[src/rtl/ff_bank_exerciser_if.sv]
// rtl/ff_bank_exerciser_if.sv - signal bundle between the exerciser and the four-flip-flop bank
interface ff_bank_exerciser_if;
  logic s, r, d, j, k, t, tclr;
  logic qsr, qsrbar, qd, qdbar, qjk, qjkbar, qt, qtbar;

  modport master (
    output s, r, d, j, k, t, tclr,
    input  qsr, qsrbar, qd, qdbar, qjk, qjkbar, qt, qtbar
  );

  modport slave (
    input  s, r, d, j, k, t, tclr,
    output qsr, qsrbar, qd, qdbar, qjk, qjkbar, qt, qtbar
  );
endinterface

[src/rtl/ff_bank_exerciser.sv]
// rtl/ff_bank_exerciser.sv - clears the flip-flop bank, drives LFSR vectors and checks it against a reference model
module ff_bank_exerciser #(
  parameter int unsigned NVEC = 16,
  parameter logic [7:0]  SEED = 8'hA5
) (
  input  logic                       clk,
  input  logic                       clr,
  input  logic                       start,
  ff_bank_exerciser_if.master        bank,
  output logic                       busy,
  output logic                       done,
  output logic                       pass,
  output logic [7:0]                 err_count,
  output logic [7:0]                 fail_vec,
  output logic [3:0]                 fail_mask
);
  localparam logic [7:0] EFF_SEED = (SEED == 8'h00) ? 8'h01 : SEED;
  localparam logic [7:0] LAST_IDX = 8'(NVEC - 1);

  typedef enum logic [2:0] {IDLE, INIT, INIT_CHK, APPLY, SETTLE, DONE} state_t;
  state_t state;

  logic [7:0] lfsr, lfsr_next, vec_idx, err_next;
  logic       m_sr, m_d, m_jk, m_t;
  logic [3:0] mask;
  logic       chk;

  always_comb begin
    lfsr_next = {1'b0, lfsr[7:1]} ^ (lfsr[0] ? 8'hB8 : 8'h00);
    mask[0]   = (bank.qsr != m_sr) | (bank.qsrbar != !m_sr);
    mask[1]   = (bank.qd  != m_d)  | (bank.qdbar  != !m_d);
    mask[2]   = (bank.qjk != m_jk) | (bank.qjkbar != !m_jk);
    mask[3]   = (bank.qt  != m_t)  | (bank.qtbar  != !m_t);
    chk       = (state == INIT_CHK) || (state == SETTLE);
    err_next  = (chk && mask != 4'd0 && err_count != 8'hFF) ? err_count + 8'd1 : err_count;
  end

  always_ff @(posedge clk or posedge clr) begin
    if (clr) begin
      state     <= IDLE;
      lfsr      <= EFF_SEED;
      vec_idx   <= 8'd0;
      m_sr      <= 1'b0;
      m_d       <= 1'b0;
      m_jk      <= 1'b0;
      m_t       <= 1'b0;
      bank.s    <= 1'b0;
      bank.r    <= 1'b0;
      bank.d    <= 1'b0;
      bank.j    <= 1'b0;
      bank.k    <= 1'b0;
      bank.t    <= 1'b0;
      bank.tclr <= 1'b1;
      busy      <= 1'b0;
      done      <= 1'b0;
      pass      <= 1'b0;
      err_count <= 8'd0;
      fail_vec  <= 8'd0;
      fail_mask <= 4'd0;
    end else begin
      // err_count is still zero until the first mismatch, so it doubles as the first-failure flag
      if (chk && mask != 4'd0 && err_count == 8'd0) begin
        fail_vec  <= (state == INIT_CHK) ? 8'hFF : vec_idx;
        fail_mask <= mask;
      end
      err_count <= err_next;
      case (state)
        IDLE: begin
          if (start) begin
            state     <= INIT;
            busy      <= 1'b1;
            lfsr      <= EFF_SEED;
            vec_idx   <= 8'd0;
            err_count <= 8'd0;
            fail_vec  <= 8'd0;
            fail_mask <= 4'd0;
            pass      <= 1'b0;
            bank.s    <= 1'b0;
            bank.r    <= 1'b1;
            bank.d    <= 1'b0;
            bank.j    <= 1'b0;
            bank.k    <= 1'b1;
            bank.t    <= 1'b0;
            bank.tclr <= 1'b1;
          end
        end
        INIT: begin
          state     <= INIT_CHK;
          m_sr      <= 1'b0;
          m_d       <= 1'b0;
          m_jk      <= 1'b0;
          m_t       <= 1'b0;
          bank.r    <= 1'b0;
          bank.k    <= 1'b0;
          bank.d    <= 1'b0;
          bank.tclr <= 1'b0;
        end
        INIT_CHK: begin
          state  <= APPLY;
          bank.s <= lfsr[0];
          bank.r <= lfsr[1] & ~lfsr[0];
          bank.d <= lfsr[2];
          bank.j <= lfsr[3];
          bank.k <= lfsr[4];
          bank.t <= lfsr[5];
        end
        APPLY: begin
          state <= SETTLE;
          if (bank.s)      m_sr <= 1'b1;
          else if (bank.r) m_sr <= 1'b0;
          m_d <= bank.d;
          case ({bank.j, bank.k})
            2'b01:   m_jk <= 1'b0;
            2'b10:   m_jk <= 1'b1;
            2'b11:   m_jk <= !m_jk;
            default: m_jk <= m_jk;
          endcase
          if (bank.t) m_t <= !m_t;
          // d keeps the vector value, which is exactly the new D model value
          bank.s <= 1'b0;
          bank.r <= 1'b0;
          bank.j <= 1'b0;
          bank.k <= 1'b0;
          bank.t <= 1'b0;
        end
        SETTLE: begin
          lfsr    <= lfsr_next;
          vec_idx <= vec_idx + 8'd1;
          if (vec_idx < LAST_IDX) begin
            state  <= APPLY;
            bank.s <= lfsr_next[0];
            bank.r <= lfsr_next[1] & ~lfsr_next[0];
            bank.d <= lfsr_next[2];
            bank.j <= lfsr_next[3];
            bank.k <= lfsr_next[4];
            bank.t <= lfsr_next[5];
          end else begin
            state  <= DONE;
            done   <= 1'b1;
            pass   <= (err_next == 8'd0);
            bank.d <= m_d;
          end
        end
        DONE: begin
          state  <= IDLE;
          done   <= 1'b0;
          busy   <= 1'b0;
          bank.d <= m_d;
        end
        default: state <= IDLE;
      endcase
    end
  end
endmodule

[src/flat_wrapper.sv]
// flat-port wrapper written by rule: the top's interface ports become plain ports
module ff_bank_exerciser_flat 
#(
  parameter int unsigned NVEC = 16,
  parameter logic [7:0]  SEED = 8'hA5
)
  (clk, clr, start, busy, done, pass, err_count, fail_vec, fail_mask, bank_s, bank_r, bank_d, bank_j, bank_k, bank_t, bank_tclr, bank_qsr, bank_qsrbar, bank_qd, bank_qdbar, bank_qjk, bank_qjkbar, bank_qt, bank_qtbar);
  ff_bank_exerciser_if bank_i ();
  input  logic clk;
  input  logic clr;
  input  logic start;
  output logic busy;
  output logic done;
  output logic pass;
  output logic [7:0] err_count;
  output logic [7:0] fail_vec;
  output logic [3:0] fail_mask;
  output wire logic [$bits(bank_i.s)-1:0] bank_s;
  output wire logic [$bits(bank_i.r)-1:0] bank_r;
  output wire logic [$bits(bank_i.d)-1:0] bank_d;
  output wire logic [$bits(bank_i.j)-1:0] bank_j;
  output wire logic [$bits(bank_i.k)-1:0] bank_k;
  output wire logic [$bits(bank_i.t)-1:0] bank_t;
  output wire logic [$bits(bank_i.tclr)-1:0] bank_tclr;
  input wire logic [$bits(bank_i.qsr)-1:0] bank_qsr;
  input wire logic [$bits(bank_i.qsrbar)-1:0] bank_qsrbar;
  input wire logic [$bits(bank_i.qd)-1:0] bank_qd;
  input wire logic [$bits(bank_i.qdbar)-1:0] bank_qdbar;
  input wire logic [$bits(bank_i.qjk)-1:0] bank_qjk;
  input wire logic [$bits(bank_i.qjkbar)-1:0] bank_qjkbar;
  input wire logic [$bits(bank_i.qt)-1:0] bank_qt;
  input wire logic [$bits(bank_i.qtbar)-1:0] bank_qtbar;
  assign bank_s = bank_i.s;
  assign bank_r = bank_i.r;
  assign bank_d = bank_i.d;
  assign bank_j = bank_i.j;
  assign bank_k = bank_i.k;
  assign bank_t = bank_i.t;
  assign bank_tclr = bank_i.tclr;
  assign bank_i.qsr = bank_qsr;
  assign bank_i.qsrbar = bank_qsrbar;
  assign bank_i.qd = bank_qd;
  assign bank_i.qdbar = bank_qdbar;
  assign bank_i.qjk = bank_qjk;
  assign bank_i.qjkbar = bank_qjkbar;
  assign bank_i.qt = bank_qt;
  assign bank_i.qtbar = bank_qtbar;
  ff_bank_exerciser #(.NVEC(NVEC), .SEED(SEED)) u_core (.clk(clk), .clr(clr), .start(start), .bank(bank_i), .busy(busy), .done(done), .pass(pass), .err_count(err_count), .fail_vec(fail_vec), .fail_mask(fail_mask));
endmodule
[config.mk]
export PLATFORM = sky130hd
export DESIGN_NAME = ff_bank_exerciser_flat
export DESIGN_NICKNAME = d
export VERILOG_FILES = /design/src/rtl/ff_bank_exerciser_if.sv /design/src/rtl/ff_bank_exerciser.sv /design/src/flat_wrapper.sv
export SDC_FILE = /design/constraint.sdc
export NUM_CORES = 1
export LEC_CHECK = 0
export CAP_MARGIN = 20
export CORE_MARGIN = 3
export CORE_UTILIZATION = 38
export CTS_CLUSTER_DIAMETER = 60
export DETAILED_ROUTE_END_ITERATION = 16
export PLACE_DENSITY = 0.71
export SETUP_SLACK_MARGIN = 0.05
export SLEW_MARGIN = 20
export SYNTH_ARGS = -nofsm -noshare
export SYNTH_HDL_FRONTEND = slang
export SYNTH_SLANG_ARGS = --single-unit
[constraint.sdc]
create_clock -name clk -period 3.81 [get_ports clk]
set_input_delay 0.762 -clock clk [delete_from_list [all_inputs] [get_ports clk]]
set_output_delay 0.762 -clock clk [all_outputs]
set_load 0.03 [all_outputs]
# == After elaboration in Yosys (flattened, before gate mapping) ==
# Cells that the tools add are included.
# totals
memories,0
output_inout_bits,30
ramBits,0
wordCells,133
latchBits,0
romBits,0
inputBits,11
register_bits,53
# op_classes
n_addsub,2
mul,0
bitwise,9
muxes,46
n_div,0
n_eq_ne,23
reduce_logical,32
magnitude_cmp,1
n_shift,0
# ops
cell,count
two-way mux 8 bit,10
one-hot mux 8 bit (2 select lines),2
one-hot mux 1 bit (4 select lines),5
"adder 8 x 1 -> 8 bit, second input constant",2
logical NOT 8 bit,2
one-hot mux 1 bit (2 select lines),8
AND reduction 2 bit,8
one-hot mux 3 bit (5 select lines),1
two-way mux 1 bit,13
two-way mux 4 bit,3
nonzero test 4 bit,3
nonzero test 2 bit,5
AND reduction 3 bit,3
"less-than comparator 8 x 4 -> 1 bit, second input constant",1
inequality test 1 bit,8
"inequality test 8 bit, second input constant",1
bitwise XOR 7 x 8 -> 8 bit,1
"equality test 3 x 2 -> 1 bit, second input constant",2
"equality test 3 bit, second input constant",2
two-way mux 3 bit,2
"inequality test 2 bit, second input constant",3
one-hot mux 1 bit (5 select lines),1
nonzero test 5 bit,1
"equality test 2 bit, second input constant",2
14 further kinds,24

# == Depth between registers and ports, before layout ==
# depth
word_depth,10
ltp_mapped,7

# == Worst setup path before layout ==
# No wires, ideal clock.
# synth_path
kind,in2reg
startpoint,input bank_qsrbar
endpoint,register u_core.fail_vec[5]
cell_stages,7
required_ps,3674
setup_time_ps,136
t_arrival_ps,2129
path_slack_ps,1546
n_path_buf,1
cell_sequence,and3b_1 -> o22a_1 -> a311oi_2 -> nand3_1 -> buf_2 -> nor3_1 -> nor3_1
# synth_via
elab_chain_len,8
# synth_lines
element,line_no,source
from (decl),flat_wrapper.sv:26,input wire logic [$bits(bank_i.qsrbar)-1:0] bank_qsrbar;
inequality test 1 bit *,ff_bank_exerciser.sv:30,mask[0] = (bank.qsr != m_sr) | (bank.qsrbar != !m_sr);
bitwise OR 1 bit *,ff_bank_exerciser.sv:30,
nonzero test 4 bit *,ff_bank_exerciser.sv:62,if (chk && mask != 4'd0 && err_count == 8'd0) begin
logical AND 1 bit * (2 in series),ff_bank_exerciser.sv:62,
two-way mux 8 bit *,ff_bank_exerciser.sv:62,
two-way mux 8 bit,ff_bank_exerciser.sv:69,if (start) begin
two-way mux 8 bit *,ff_bank_exerciser.sv:67,case (state)
to (signal assigned),ff_bank_exerciser.sv:63,fail_vec <= (state == INIT_CHK) ? 8'hFF : vec_idx;
to (decl),ff_bank_exerciser.sv:14,"output logic [7:0] fail_vec,"
# Every way passes the cells marked *; elsewhere a longest branch is shown, timed or not.
# A chain may end at the register's enable or synchronous reset.

# == Worst setup path after layout ==
# Same ends and word-level chain as after synthesis.

==> impl_metrics.csv <==
group,metric,value,unit
grt,grt_pass1_vias,2281,
detailed_routing,postRouteAntennaNets,0,
grt,grt_antenna_before_repair,0,
grt,grt_pass1_wl,11500,um
synth,synth_top_family_by_area,"simple AND/OR/NAND/NOR gates",
cts,cts_setup_buffers,0,
setup_path,path_max_fanout,22,
placed_design,hpwlAfterDp,4580,um
pwr,intPower,1.57,mW
cts,cts_resized,0,
run,drv_cap,0,
sta,max_freq,343,MHz
cts,tritoncts,"yes",
sta,hold_viol,0,
detailed_routing,routedWlPerCell,14.9,um
synth,synthAdderAreaFrac,2.20,%
setup_path,crit_path_start_kind,"input pin",
outcome,status,"completed",
cts,cts_hold_buf,0,
pwr,p_seq_share,36.4,%
detailed_routing,route.detailed.drc,0,
synth,synth_compound_area_share,14.6,%
pwr,swShare,44.2,%
pwr,power_density,821,mW/mm2
sta,slew_violations,0,
setup_path,arrival,3120,ps
synth,synth.mux.area_fraction,3.17,%
cts,clk_latency,310,ps
placed_design,place_congestion,0.814,
sta,tns,0,ps
sta,report.final.setup_viol,0,
synth,async_flop_share,100,%
placed_design,dp_cells,435,
sta,min_period_over_period,76.6,%
setup_path,crit_path_end_kind,"flop",
synth,yosys.area_share.simple,25.8,%
cts,cts.clk_slew.worst_paths,90,ps
cells_and_area,layout.cells.non_filler,443,
detailed_routing,dr.pass1.iters,4,
synth,yosys_warnings,0,
sta,fin_skew,1.98,ps
synth,synth_xor_xnor_area_share,2.77,%
detailed_routing,drtIter0Drc,155,
synth,synth_seq_cells,53,
setup_path,cp.required,4010,ps
cells_and_area,layout_commonest_cell,"dfrtp_1",
floorplan,die_y,92.5,um
sta,layout_min_cycle_time,2920,ps
floorplan,initial_core_util,40.5,%
cells_and_area,syn2layout_area_growth,20.2,%
synth,ys.flop_type,"dfrtp_1",
placed_design,numPortBuffers,40,
sta,worstMarginPinSlew,806,ps
cts,cts-htree-levels,2,
pwr,comb_power_share,49.3,%
cells_and_area,mostFrequentLayoutCells,"dfrtp_1, nand2_1, clkdlybuf4s50_1, nor2_1, nand3_1",
detailed_routing,num_vias,2418,
floorplan,dieArea,0.00856,mm2
synth,synth_edf_count,0,
setup_path,path_class,"in2reg",
cts,cts_buffers,5,
synth,synth.distinct_cells,49,
cts,clk_path_buf_depth,2,
pwr,switchingPower,1.24,mW
synth,ys_seq_area_share,46.9,%
min_path,worstHoldPathType,"reg2reg",
pwr,clkPwrFrac,14.3,%
cells_and_area,n_antenna_cell,0,
cts,clock_sinks,53,
grt,track_usage,16.5,%
detailed_routing,drt-vias-per-instance,5.46,
pwr,power.total,2.81,mW
synth,synthesis.area,0.00284,mm2
cells_and_area,nets,362,
synth,synthCells,316,
sta,rsz0062_at_grt,"false",
synth,syn-num-nets,332,
cells_and_area,layout-drive-gt1-share,6.63,%
cells_and_area,finish.utilization,48.7,%
detailed_routing,routed_wl,6590,um
sta,hold_slack,498,ps
pwr,p_leak,1.50,nW
grt,grt-ovfl-total,0,
sta,slew_headroom,46.1,%
floorplan,rows,30,
grt,grt_max_degree,32,
cts,clockRootBuffer,"clkbuf_8",
floorplan,io_pins,41,
floorplan,die_x,92.5,um
synth,avgSynthCellArea,9.00,um2
pwr,ir_worst_vdd,0.000261,V
floorplan,core_area,0.00702,mm2
layout make-up:
type	count	area, um2
well taps	96	120
multi-input cells	232	1390
clock inverters	1	30.0
flip-flops and latches	53	1330
repair buffers	43	423
clock buffers	7	86.3
fillers	660	3600
inverters	11	41.3
worst paths after layout:
| kind | startpoint | to | slack [ps] | depth (start not counted) |
|---|---|---|---|---|
| worst max-delay path | bank_qsrbar | u_core.fail_vec[5]$_DFF_PP0_ | 890 | 8 |
| worst min-delay path | u_core.lfsr[7]$_DFFE_PP1P_ | u_core.lfsr[6]$_DFFE_PP0P_ | 500 | 2 |
| worst max register to register | u_core.state[1]$_DFFE_PP0P_ | u_core.fail_vec[5]$_DFF_PP0_ | 1240 | 6 |
| worst min register to register | u_core.lfsr[7]$_DFFE_PP1P_ | u_core.lfsr[6]$_DFFE_PP0P_ | 500 | 2 |
| max in group asynchronous | clr | u_core.lfsr[0]$_DFFE_PP1P_ | 2200 | 3 |
| min in group asynchronous | clr | u_core.m_jk$_DFFE_PP0P_ | 780 | 2 |
worst max-delay path, cell delays in order:
cell and delay [ps]:
clkdlybuf4s50_1 470, and3b_1 190, o22a_1 230, a311oi_2 270
buf_4 280, nand3_1 480, nor3_1 370, nor3_1 70
power groups by stage:
stage | sequential (mW) | combinational [mW] | clock (mW)
6_report | 1.02 | 1.38 | 0.401
5_1_grt | 1.06 | 1.54 | 0.436
4_1_cts | 1.02 | 1.40 | 0.407
2_1_floorplan | 1.13 | 0.857 | 0
3_5_place_dp | 1.03 | 1.39 | 0
3_3_place_gp | 1.03 | 1.36 | 0
cell families after synthesis:
logic type | count (synthesis)
and+or+nand+nor | 143
AOI/OAI and AO/OA | 66
DFF | 53
buffers and inverters | 31
xor gates and xnor gates | 9
muxes | 9
adders and majority gates | 5
registers in the layout, indices dropped and copies added, names as in the netlist, 3 cells and up:
register,flops
u_core.err_count,8
u_core.fail_mask,4
u_core.fail_vec,8
u_core.lfsr,8
u_core.state,3
u_core.vec_idx,8
per-layer routing:
metal  vias up  global-route usage (%)  wire, um
met1      1178                    22.8      3090
met5         -                       0         0
met2        63                    26.1      3110
met3         8                    2.76       286
met4         0                    5.82       111
li1       1169                       -         -
synthesized netlist by cell type, drive strengths merged (3+ instances only):
| cell type | instances | area, um2 |
|---|---|---|
| nor2 | 23 | 86.3 |
| buf | 7 | 38.8 |
| dfstp | 5 | 131 |
| a31oi | 9 | 56.3 |
| mux2i | 9 | 90.1 |
| nor3b | 5 | 37.5 |
| o22ai | 6 | 37.5 |
| and3 | 3 | 18.8 |
| ha | 5 | 62.6 |
| o21ai | 17 | 85.1 |
| xor2 | 3 | 26.3 |
| inv | 11 | 41.3 |
| nand2b | 7 | 43.8 |
| nor4b | 4 | 53.8 |
| and2 | 5 | 31.3 |
| nand2 | 43 | 161 |
| nand3 | 21 | 105 |
| a22oi | 3 | 22.5 |
| nor3 | 21 | 110 |
| xnor2 | 6 | 52.6 |
| dfrtp | 48 | 1200 |
| a21oi | 16 | 80.1 |
| clkbuf | 13 | 51.3 |
metrics by stage:
stage / setup slack, ps / cell area [um2]
floorplan: 1550 / 2840
CTS: 902 / 3420
finish: 890 / 3420
global placement: 660 / 3300
detailed placement: 587 / 3300
global route: 739 / 3420
No activity file was read; power rests on OpenSTA's default activity.
